**config.mk**
```make
export PLATFORM = sky130hd
export DESIGN_NAME = group_gp_stage
export DESIGN_NICKNAME = d
export VERILOG_FILES = /design/src/rtl/group_gp_stage.sv
export SDC_FILE = /design/constraint.sdc
export NUM_CORES = 1
export LEC_CHECK = 0
export CAP_MARGIN = 20
export CORE_MARGIN = 3
export CORE_UTILIZATION = 60
export DETAILED_ROUTE_END_ITERATION = 10
export DONT_BUFFER_PORTS = 1
export PLACE_DENSITY = 0.79
export SETUP_SLACK_MARGIN = 0.05
export SLEW_MARGIN = 10
export SYNTH_ARGS = -nofsm -noshare
export SYNTH_HDL_FRONTEND = slang
export SYNTH_SLANG_ARGS = --single-unit
```
**constraint.sdc**
```tcl
create_clock -name clk -period 6.4 [get_ports clk]
set_input_delay 0.64 -clock clk [delete_from_list [all_inputs] [get_ports clk]]
set_output_delay 0.64 -clock clk [all_outputs]
set_load 0.005 [all_outputs]
```
**src/rtl/group_gp_stage.sv**
```systemverilog
// group_gp_stage
//   Front stage of the parallel-prefix adder. Each accepted operand beat is
//   reduced to per-bit propagate/generate and then to one (G,P) pair per
//   GROUPSIZE-bit group. The result is registered into a 2-entry skid FIFO
//   that feeds the second-level prefix tree. Bitwise p/g and the effective
//   carry-in are forwarded with each beat for the downstream sum stage.
//
//   Optional build macro: GROUP_GP_SUB_EN
//     When defined, a 'sub' input is added. With sub=1 the stage computes
//     a + ~b + 1 (b' = ~b, cin' = 1). With sub=0, or without the macro,
//     b' = b and cin' = cin.
//
// Ports
//   clk, rst         : clock, synchronous active-high reset
//   in_valid/in_ready: operand handshake (in_ready depends on registered state only)
//   a, b, cin        : operands and carry-in (sub when GROUP_GP_SUB_EN)
//   out_valid/out_ready : result handshake
//   gp_o             : group pairs, gp_o[2k+1]=G_k, gp_o[2k]=P_k
//   p_o, g_o         : bitwise propagate/generate of a and b'
//   cin_o            : effective carry-in cin'
module group_gp_stage #(
  parameter int INPUTSIZE = 64,
  parameter int GROUPSIZE = 4
) (
  input  logic                              clk,
  input  logic                              rst,
  input  logic                              in_valid,
  output logic                              in_ready,
  input  logic [INPUTSIZE-1:0]              a,
  input  logic [INPUTSIZE-1:0]              b,
  input  logic                              cin,
`ifdef GROUP_GP_SUB_EN
  input  logic                              sub,
`endif
  output logic                              out_valid,
  input  logic                              out_ready,
  output logic [2*(INPUTSIZE/GROUPSIZE)-1:0] gp_o,
  output logic [INPUTSIZE-1:0]              p_o,
  output logic [INPUTSIZE-1:0]              g_o,
  output logic                              cin_o
);

  localparam int NGROUP = INPUTSIZE / GROUPSIZE;
  // Packed entry layout: {gp, p, g, cin}
  localparam int EW = 2*NGROUP + 2*INPUTSIZE + 1;

  typedef enum logic [1:0] {
    EMPTY = 2'd0,
    ONE   = 2'd1,
    FULL  = 2'd2
  } state_e;

  // ---------------------------------------------------------------
  // Effective operands
  // ---------------------------------------------------------------
  logic [INPUTSIZE-1:0] b_eff;
  logic                 cin_eff;

`ifdef GROUP_GP_SUB_EN
  assign b_eff   = sub ? ~b : b;
  assign cin_eff = sub ? 1'b1 : cin;
`else
  assign b_eff   = b;
  assign cin_eff = cin;
`endif

  logic [INPUTSIZE-1:0] p_bit;
  logic [INPUTSIZE-1:0] g_bit;

  assign p_bit = a ^ b_eff;
  assign g_bit = a & b_eff;

  // ---------------------------------------------------------------
  // Group reduction
  // ---------------------------------------------------------------
  logic [2*NGROUP-1:0] gp_comb;

  generate
    for (genvar gi = 0; gi < NGROUP; gi++) begin : g_group
      logic [GROUPSIZE-1:0] p_grp;
      logic [GROUPSIZE-1:0] g_grp;
      logic                 grp_g;
      logic                 grp_p;

      assign p_grp = p_bit[gi*GROUPSIZE +: GROUPSIZE];
      assign g_grp = g_bit[gi*GROUPSIZE +: GROUPSIZE];

      // Folding from the LSB upward yields the lookahead form
      // OR_j g[j] & p[j+1..top] once the top bit has been absorbed.
      always_comb begin
        grp_g = 1'b0;
        for (int j = 0; j < GROUPSIZE; j++) begin
          grp_g = g_grp[j] | (p_grp[j] & grp_g);
        end
      end

      assign grp_p = &p_grp;

      if (gi == 0) begin : g_cin
        // Carry-in is absorbed into group 0 so the tree sees no separate cin.
        assign gp_comb[1] = grp_g | (grp_p & cin_eff);
      end else begin : g_nocin
        assign gp_comb[2*gi+1] = grp_g;
      end
      assign gp_comb[2*gi] = grp_p;
    end
  endgenerate

  // ---------------------------------------------------------------
  // 2-entry skid FIFO
  // ---------------------------------------------------------------
  state_e          state_q, state_d;
  logic            head_q, tail_q;
  logic [EW-1:0]   mem_q [2];
  logic            push, pop;
  logic [EW-1:0]   head_entry;

  assign in_ready  = (state_q != FULL);
  assign out_valid = (state_q != EMPTY);
  assign push      = in_valid & in_ready;
  assign pop       = out_valid & out_ready;

  always_comb begin
    state_d = state_q;
    unique case (state_q)
      EMPTY: if (push) state_d = ONE;
      ONE: begin
        if (push && !pop)      state_d = FULL;
        else if (!push && pop) state_d = EMPTY;
      end
      FULL:  if (pop) state_d = ONE;
      default: state_d = EMPTY;
    endcase
  end

  always_ff @(posedge clk) begin
    if (rst) begin
      state_q <= EMPTY;
      head_q  <= 1'b0;
      tail_q  <= 1'b0;
      mem_q[0] <= '0;
      mem_q[1] <= '0;
    end else begin
      state_q <= state_d;
      if (push) begin
        mem_q[tail_q] <= {gp_comb, p_bit, g_bit, cin_eff};
        tail_q        <= ~tail_q;
      end
      if (pop) begin
        head_q <= ~head_q;
      end
    end
  end

  assign head_entry = mem_q[head_q];
  assign gp_o  = head_entry[EW-1 -: 2*NGROUP];
  assign p_o   = head_entry[2*INPUTSIZE : INPUTSIZE+1];
  assign g_o   = head_entry[INPUTSIZE : 1];
  assign cin_o = head_entry[0];

endmodule

```
==> flow_summary.ini, run 1 <==
[run_status]
outcome = finished, final reports clean

[power_and_ir_drop]
p_per_area_nw_per_um2 = 296
leakagePower_nw = 6.36
vdd_drop_max_v = 0.000205

[sta]
hold_violations = 0
fmax_mhz = 278
finalSetupViolations = 0
clock_skew_ns = 0.00482
slew_headroom = 0.310
finalMaxSlewViolations = 0
min_period_ns = 3.60
worst_pin_slew_ns = 1.03
rsz0062_at_grt = no
fin_crit_sh = 0.562
fin_tns_setup_ns = 0

[synth]
netlist_top_cells_count = edfxtp_1 (322), and2_1 (231), mux2_2 (161)
syn_inst = 1033
synth_area_per_cell_sq_um = 14.8
synth_top_area_frac = 0.631
yosys_register_bits = 327
synth_edf_count = 322
synth_flop_cell = edfxtp_1
ys_warn_count = 0
synth_nets = 1230
synth.cell_area_sq_um = 15300
async_flop_share = 0
yosysTopAreaCell = edfxtp_1
synth.most_common_cell = edfxtp_1
yosys-top-cells-area = edfxtp_1 (63%), mux2_2 (12%), and2_1 (9.4%), ha_1 (5.2%), and2_4 (3.1%)
synth-seq-area-share = 0.637
synth_cell_types = 33

[detailed_routing]
dr.first_iter.drc_count = 699
drc = 0
wire_per_inst_microns = 21.3
routed_wl_mm = 29.2
final_antenna_net_count = 0
firstDrtPassIters = 5
vias = 7989
vias_per_cell = 5.82

[clock_tree]
htree_levels = 2
clkSlewWorstSetupHoldPaths_ns = 0.06
ctsHoldBuffers = 0
root_buffer = clkbuf_16
clock-sinks = 327
clockBufferDepth = 3
cts_tree = built
clock_latency_ns = 0.50
cts_buffers = 35
cts_setup_buffers = 0
cts_repair_resize_count = 0

[worst_setup_path]
crit_path_max_incr_delay_ns = 0.88
crit_path_start_kind = flip-flop
reg2reg_depth = 5
worstSetupEndpointType = flip-flop
r2r_end = mem_q[1][12]
crit_fanout = 61
cp_cell_sequence = and2b_4, inv_2, nand3_1, nand2b_4, buf_4
r2r_slack_ns = 2.80
crit_buf_inv = 2
critPathRequiredTime_ns = 6.52
r2r-start = state_q[0]
cp.arrival_ns = 3.72
crit_family = simple AND/OR/NAND/NOR gates
crit_path_top_delay_cell = nand2b_4
worstSetupPathType = flip-flop to flip-flop

[floorplanning]
die-area_sq_um = 27500
coreArea_sq_um = 24700
die-height_microns = 166
die_w_microns = 166
start_util = 0.620
io_pins = 296
std_cell_rows = 57

[layout]
nFillCells = 1730
final-seq-area_sq_um = 9770
fin_util = 0.670
multi_input_area_sq_um = 5270
drive_gt1_frac = 0.261
n_antenna_cell = 0
syn_to_final_growth_pct = 8.10
nNetsFinal = 1223

[global_route]
grt_max_degree = 95
grtUsageTotal = 0.208
antenna_found_initial = 0
grt_pass1_vias = 8090
grt_first_pass_wirelength_mm = 45.6
grt-ovfl-total = 0

[flow_run]
cap_violations = 0

[placement]
dpl.hpwl_mm = 18.7
gp_congestion = 0.737
portBuffers = 0

[worst_hold_path]
hold_start = rst
hold_depth = 1
holdCritPathClass = input pin to flip-flop
sequential cells by signal, indices dropped and copies added, names as in the netlist, named ones only:
register	count
tail_q	1
state_q	2
head_q	1
mem_q	322
per-stage QoR:
step	hold WS (ns)	total power, mW	setup WS (ns)	area, sq um	cells
2_1_floorplan	0.472	2.99	0.912	15300	1033
4_1_cts	0.181	4.94	2.73	16600	1372
3_5_place_dp	0.502	3.12	2.62	15500	1313
5_1_grt	0.193	5.09	2.51	16600	1372
6_report	0.206	4.90	2.80	16600	1372
3_3_place_gp	0.488	3.10	2.68	15500	1313
layout make-up:
type / instances / area share
clock buffers: 46 / 0.0579
clock inverters: 13 / 0.00476
inverters: 3 / 0.000679
multi-input cells: 651 / 0.318
flip-flops and latches: 327 / 0.590
well taps: 324 / 0.0245
repair buffers: 8 / 0.00438
cells in the final DEF, fill, tap and decap left out:
cell         n
edfxtp_1   322
and2_1     231
mux2_2     161
ha_1        64
and2_4      55
nor2_1      38
clkbuf_16   37
a21oi_1     33
nand4_1     17
o21ai_0     17
nand2_1     15
clkinv_1     9
clkbuf_1     9
buf_4        7
dfxtp_1      4
clkinv_2     3
inv_2        2
or3_1        2
nand2b_4     2
nor3_1       2
nand3b_1     2
and2b_4      1
or2_2        1
nor2b_1      1
nand3_1      1
nor4_4       1
and3_4       1
inv_1        1
o211a_1      1
nor3b_1      1
mux2i_1      1
o31ai_1      1
xor2_1       1
a211oi_1     1
dfxtp_4      1
bufinv_16    1
buf_12       1
power by group:
group          total, mW  switching [mW]  internal, mW
sequential          2.55          0.0439          2.51
clock               1.83           0.746          1.09
combinational      0.510           0.299         0.211
total               4.90            1.09          3.81
logic make-up after synthesis:
kind of cell,after synthesis,share of synthesized area
buffers and inverters,55,0.0202
AOI/OAI and AO/OA,53,0.0180
xor gates and xnor gates,1,0.000571
adders and majority gates,64,0.0522
and+or+nand+nor,371,0.153
DFF,327,0.637
muxes,162,0.119
worst max path at each step:
stage          startpoint           end  slack (ns)  depth (start not counted)
2_1_floorplan         rst   mem_q[1][0]        0.91                          4
3_3_place_gp     in_valid  mem_q[1][17]        2.68                          4
3_5_place_dp     in_valid  mem_q[1][18]        2.62                          4
4_1_cts        state_q[0]   mem_q[1][2]        2.73                          5
5_1_grt        state_q[0]  mem_q[1][12]        2.51                          5
6_report       state_q[0]  mem_q[1][12]        2.80                          5
layer usage:
metal / vias up / routed length (microns) / track usage
li1: 3732 / - / -
met5: - / 0 / 0
met4: 0 / 588 / 0.0557
met3: 38 / 2490 / 0.0662
met2: 280 / 14400 / 0.349
met1: 3939 / 11800 / 0.265
Power figures use the tool's default switching activity.
==> run 2, diff against run 1 <==
- CORE_UTILIZATION: 60 -> 58
- clock period: 6.4 -> 3.1 ns (I/O delays scaled with it)
==> run 2 against run 1 <==
Net effect:
- die area is 3.3% higher
- clock power rose by 110%
- design area grew 1.4%
- first-iteration DRC count decreased by 15%
- routed wire length up 5.5%
- critical path depth down 3
- cell count increased by 1.5%
- via count up 2.1%
- clock-buffer cell count unchanged
- clock skew grew 0.0033 ns
- worst hold slack got worse by 0.18 ns
- critical endpoint is now gp_o[31]
- largest power group unchanged
==> flow_summary.ini, run 2 (synthesis results as in run 1) <==
[sta]
fin_crit_sh = 0.809
rsz0062_at_grt = no
finalMaxSlewViolations = 0
postLayoutSetupSlackWorst_ns = 0.593
worst_pin_slew_ns = 1.17
slew_headroom = 0.223
fmax_mhz = 399
clock_skew_ns = 0.00808
fin_tns_setup_ns = 0
finalSetupViolations = 0
min_period_ns = 2.51
hold_violations = 0

[clock_tree]
clock-sinks = 327
root_buffer = clkbuf_16
cts_setup_buffers = 0
htree_levels = 2
cts_buffers = 35
clkSlewWorstSetupHoldPaths_ns = 0.06
cts_tree = built
clock_latency_ns = 0.49
cts_repair_resize_count = 0
clockBufferDepth = 3
ctsHoldBuffers = 4

[global_route]
grt-ovfl-total = 0
grt_first_pass_wirelength_mm = 46.8
grt_max_degree = 162
grtUsageTotal = 0.209
antenna_found_initial = 0
grt_pass1_vias = 8334

[worst_setup_path]
crit_path_start_kind = flip-flop
worstSetupPathType = flip-flop to output port
cp_cell_sequence = buf_12, mux2_2
crit_buf_inv = 1
crit_fanout = 161
worstSetupEndpointType = output port
r2r_slack_ns = 0.94
crit_family = buffers and inverters
critPathRequiredTime_ns = 2.79
crit_path_max_incr_delay_ns = 0.49
cp.arrival_ns = 2.20
crit_path_top_delay_cell = buf_12

[detailed_routing]
vias_per_cell = 5.86
routed_wl_mm = 30.8
drc = 0
firstDrtPassIters = 5
dr.first_iter.drc_count = 594
final_antenna_net_count = 0
wire_per_inst_microns = 22.1
vias = 8155

[power_and_ir_drop]
leakagePower_nw = 6.45
vdd_drop_max_v = 0.000529
p_per_area_nw_per_um2 = 613
finalPower_mw = 10.3

[layout]
final_cell_mix = edfxtp_1 (322), and2_1 (231), mux2_2 (161), ha_1 (64), and2_4 (55)
syn_to_final_growth_pct = 9.58
nNetsFinal = 1233
largest_reg_flops = 322
drive_gt1_frac = 0.267
top_register = mem_q
n_antenna_cell = 0
stdcell_count = 1392
top_regs = mem_q x322, state_q x2
final_common_cell = edfxtp_1

[floorplanning]
std_cell_rows = 58
start_util = 0.600
coreArea_sq_um = 25500
die-area_sq_um = 28400
io_pins = 296
die-height_microns = 169
die_w_microns = 169

[placement]
dpl.hpwl_mm = 19.5
gp_congestion = 0.778
dp.cells = 1325
portBuffers = 0
preCtsSetupSlack_ns = 0.934

[run_status]
outcome = finished, final reports clean

[flow_run]
cap_violations = 0

[worst_hold_path]
holdCritPathClass = input pin to flip-flop
[run 2: cell count changes in the layout (fill, tap and decap cells not counted)]
cell,previous run,this run
bufinv_16,1,2
buf_4,7,6
buf_12,1,8
dlygate4sd3_1,0,4
clkinvlp_4,0,1
clkinv_2,3,5
[run 2: area by class of cell]
cell class,instances,area (sq um)
Sequential cell,327,9770
Fill cell,1822,8740
Multi-Input combinational cell,651,5270
Clock buffer,46,960
Tap cell,330,413
Timing Repair Buffer,18,245
Clock inverter,17,126
Inverter,3,11.3
[run 2: power breakdown]
group	leakage [nW]	internal [mW]	switching, mW	total (mW)
Combinational	2.46	0.462	0.658	1.12
Clock	0.529	2.34	1.58	3.93
Sequential	3.46	5.18	0.0723	5.25
Total	6.45	7.98	2.31	10.3
[run 2: worst paths after layout]
kind	from	to	depth (start not counted)
hold reg to reg	head_q	head_q	2
setup / recovery	flip-flop	gp_o[31]	2
hold / removal	rst	state_q[0]	2
setup reg to reg	state_q[0]	mem_q[1][26]	5
[run 2: layer usage]
metal	GRT usage	vias up	wire length, microns
met5	0	-	0
met4	0.0491	0	459
met3	0.0598	28	2390
met2	0.355	255	15500
met1	0.270	4101	12500
li1	-	3771	-
[run 2: metrics by stage]
step	cell area (sq um)	utilization	hold WS, ns
2_1_floorplan	15300	-	0.388
4_1_cts	16800	0.658	0.00229
3_3_place_gp	15700	0.614	0.382
3_5_place_dp	15700	0.614	0.381
6_report	16800	0.658	0.0229
5_1_grt	16800	0.658	0.00294
==> run 3, diff against run 2 <==
- CORE_UTILIZATION: 58 -> 60
- clock period: 3.1 -> 2.4 ns (I/O delays scaled with it)
==> run 3 against run 2 <==
Net effect:
- worst hold slack improved by 0.0032 ns
- critical path depth did not move
- critical path type unchanged
- core utilization rose by 2.5 points
==> flow_summary.ini, run 3 (synthesis results as in run 1) <==
[run_status]
outcome = finished, final reports clean

[worst_setup_path]
reg2reg_depth = 4
cp.arrival_ns = 1.70
worstSetupEndpointType = output port
worstSetupPathType = flip-flop to output port
r2r-start = state_q[0]
crit_path_start_kind = flip-flop
r2r_slack_ns = 0.55
critPathRequiredTime_ns = 2.16
r2r_end = mem_q[0][11]
crit_fanout = 75
critPathCapture = p_o[53]

[clock_tree]
htree_levels = 2
clockBufferDepth = 3
ctsHoldBuffers = 4
cts_setup_buffers = 0
clock-sinks = 327
cts_tree = built
cts_repair_resize_count = 0
clkSlewWorstSetupHoldPaths_ns = 0.06
cts_buffers = 35
clock_latency_ns = 0.50
root_buffer = clkbuf_16

[power_and_ir_drop]
p_per_area_nw_per_um2 = 793
vdd_drop_max_v = 0.000515
finalPower_mw = 13.4
leakagePower_nw = 6.49

[layout]
nFillCells = 1667
final_common_cell = edfxtp_1
top_regs = mem_q x322, state_q x2
top_register = mem_q
syn_to_final_growth_pct = 10.2
drive_gt1_frac = 0.272
n_antenna_cell = 0
final_cell_mix = edfxtp_1 (322), and2_1 (231), mux2_2 (161), ha_1 (64), and2_4 (55)
nNetsFinal = 1236
largest_reg_flops = 322
fin_area_sq_um = 16900

[sta]
hold_violations = 0
postLayoutSetupSlackWorst_ns = 0.456
slew_headroom = 0.616
clock_skew_ns = 0.0129
worst_pin_slew_ns = 0.576
fmax_mhz = 514
rsz0062_at_grt = no
finalMaxSlewViolations = 0
fin_crit_sh = 0.810
fin_tns_setup_ns = 0
finalSetupViolations = 0
min_period_ns = 1.94

[flow_run]
cap_violations = 0

[placement]
place_area_sq_um = 15800
preCtsSetupSlack_ns = 0.562
gp_congestion = 0.754
portBuffers = 0
dpl.hpwl_mm = 19.0

[global_route]
grt_max_degree = 144
grtUsageTotal = 0.216
grt_pass1_vias = 8351
grt-ovfl-total = 0
grt_first_pass_wirelength_mm = 47.3
antenna_found_initial = 0

[floorplanning]
coreArea_sq_um = 24700
die_w_microns = 166
start_util = 0.620
die-height_microns = 166
io_pins = 296
std_cell_rows = 57
die-area_sq_um = 27500

[detailed_routing]
drc = 0
wire_per_inst_microns = 21.7
final_antenna_net_count = 0
dr.first_iter.drc_count = 589
routed_wl_mm = 30.1
firstDrtPassIters = 4
vias_per_cell = 5.82
vias = 8077

[worst_hold_path]
holdCritPathClass = input pin to flip-flop
-- run 3: cell count changes in the layout (fill, tap and decap cells not counted), sizes merged --
cell / delta
bufinv: +1
buf: +3
clkinvlp: -1
clkinv: -2
-- run 3: metal layers --
layer,routed length (microns),track usage
met3,2290,0.0640
met2,14700,0.358
met1,12300,0.276
met5,0,0
met4,886,0.0694
-- run 3: where the power goes --
group          internal, mW  switching (mW)  total (mW)
Combinational         0.619           0.853        1.47
Clock                  3.12            2.03        5.15
Sequential             6.69          0.0907        6.78
Total                  10.4            2.97        13.4
-- run 3: cell type report --
cell class              count  area [sq um]  area share
well taps                 324           405      0.0240
multi-input cells         651          5290       0.313
inverters                   3          11.3    0.000666
repair buffers             21           318      0.0188
clock inverters            15           139     0.00822
flip-flops and latches    327          9770       0.578
clock buffers              46           960      0.0568
-- run 3: worst min path at each step --
stage                             to  depth (start not counted)      start  slack (ns)
final                      flip-flop                          3  out_ready        0.03
after global placement     flip-flop                          1        rst        0.31
after global routing       flip-flop                          3  out_ready        0.01
after detailed placement   flip-flop                          1        rst        0.31
after floorplan           state_q[1]                          1  out_ready        0.32
after CTS                     head_q                          3  out_ready       0.009
-- run 3: through the flow --
stage           util  std cells  hold WS (ns)
2_1_floorplan      -       1033         0.318
3_3_place_gp   0.637       1322         0.308
3_5_place_dp   0.637       1322         0.311
4_1_cts        0.683       1387       0.00908
5_1_grt        0.683       1387        0.0149
6_report       0.683       1387        0.0261
-- run 3: critical path, stage by stage (launching register included) --
cell,delay (ns)
dfxtp_4,0.37
buf_12,0.35
mux2_2,0.43
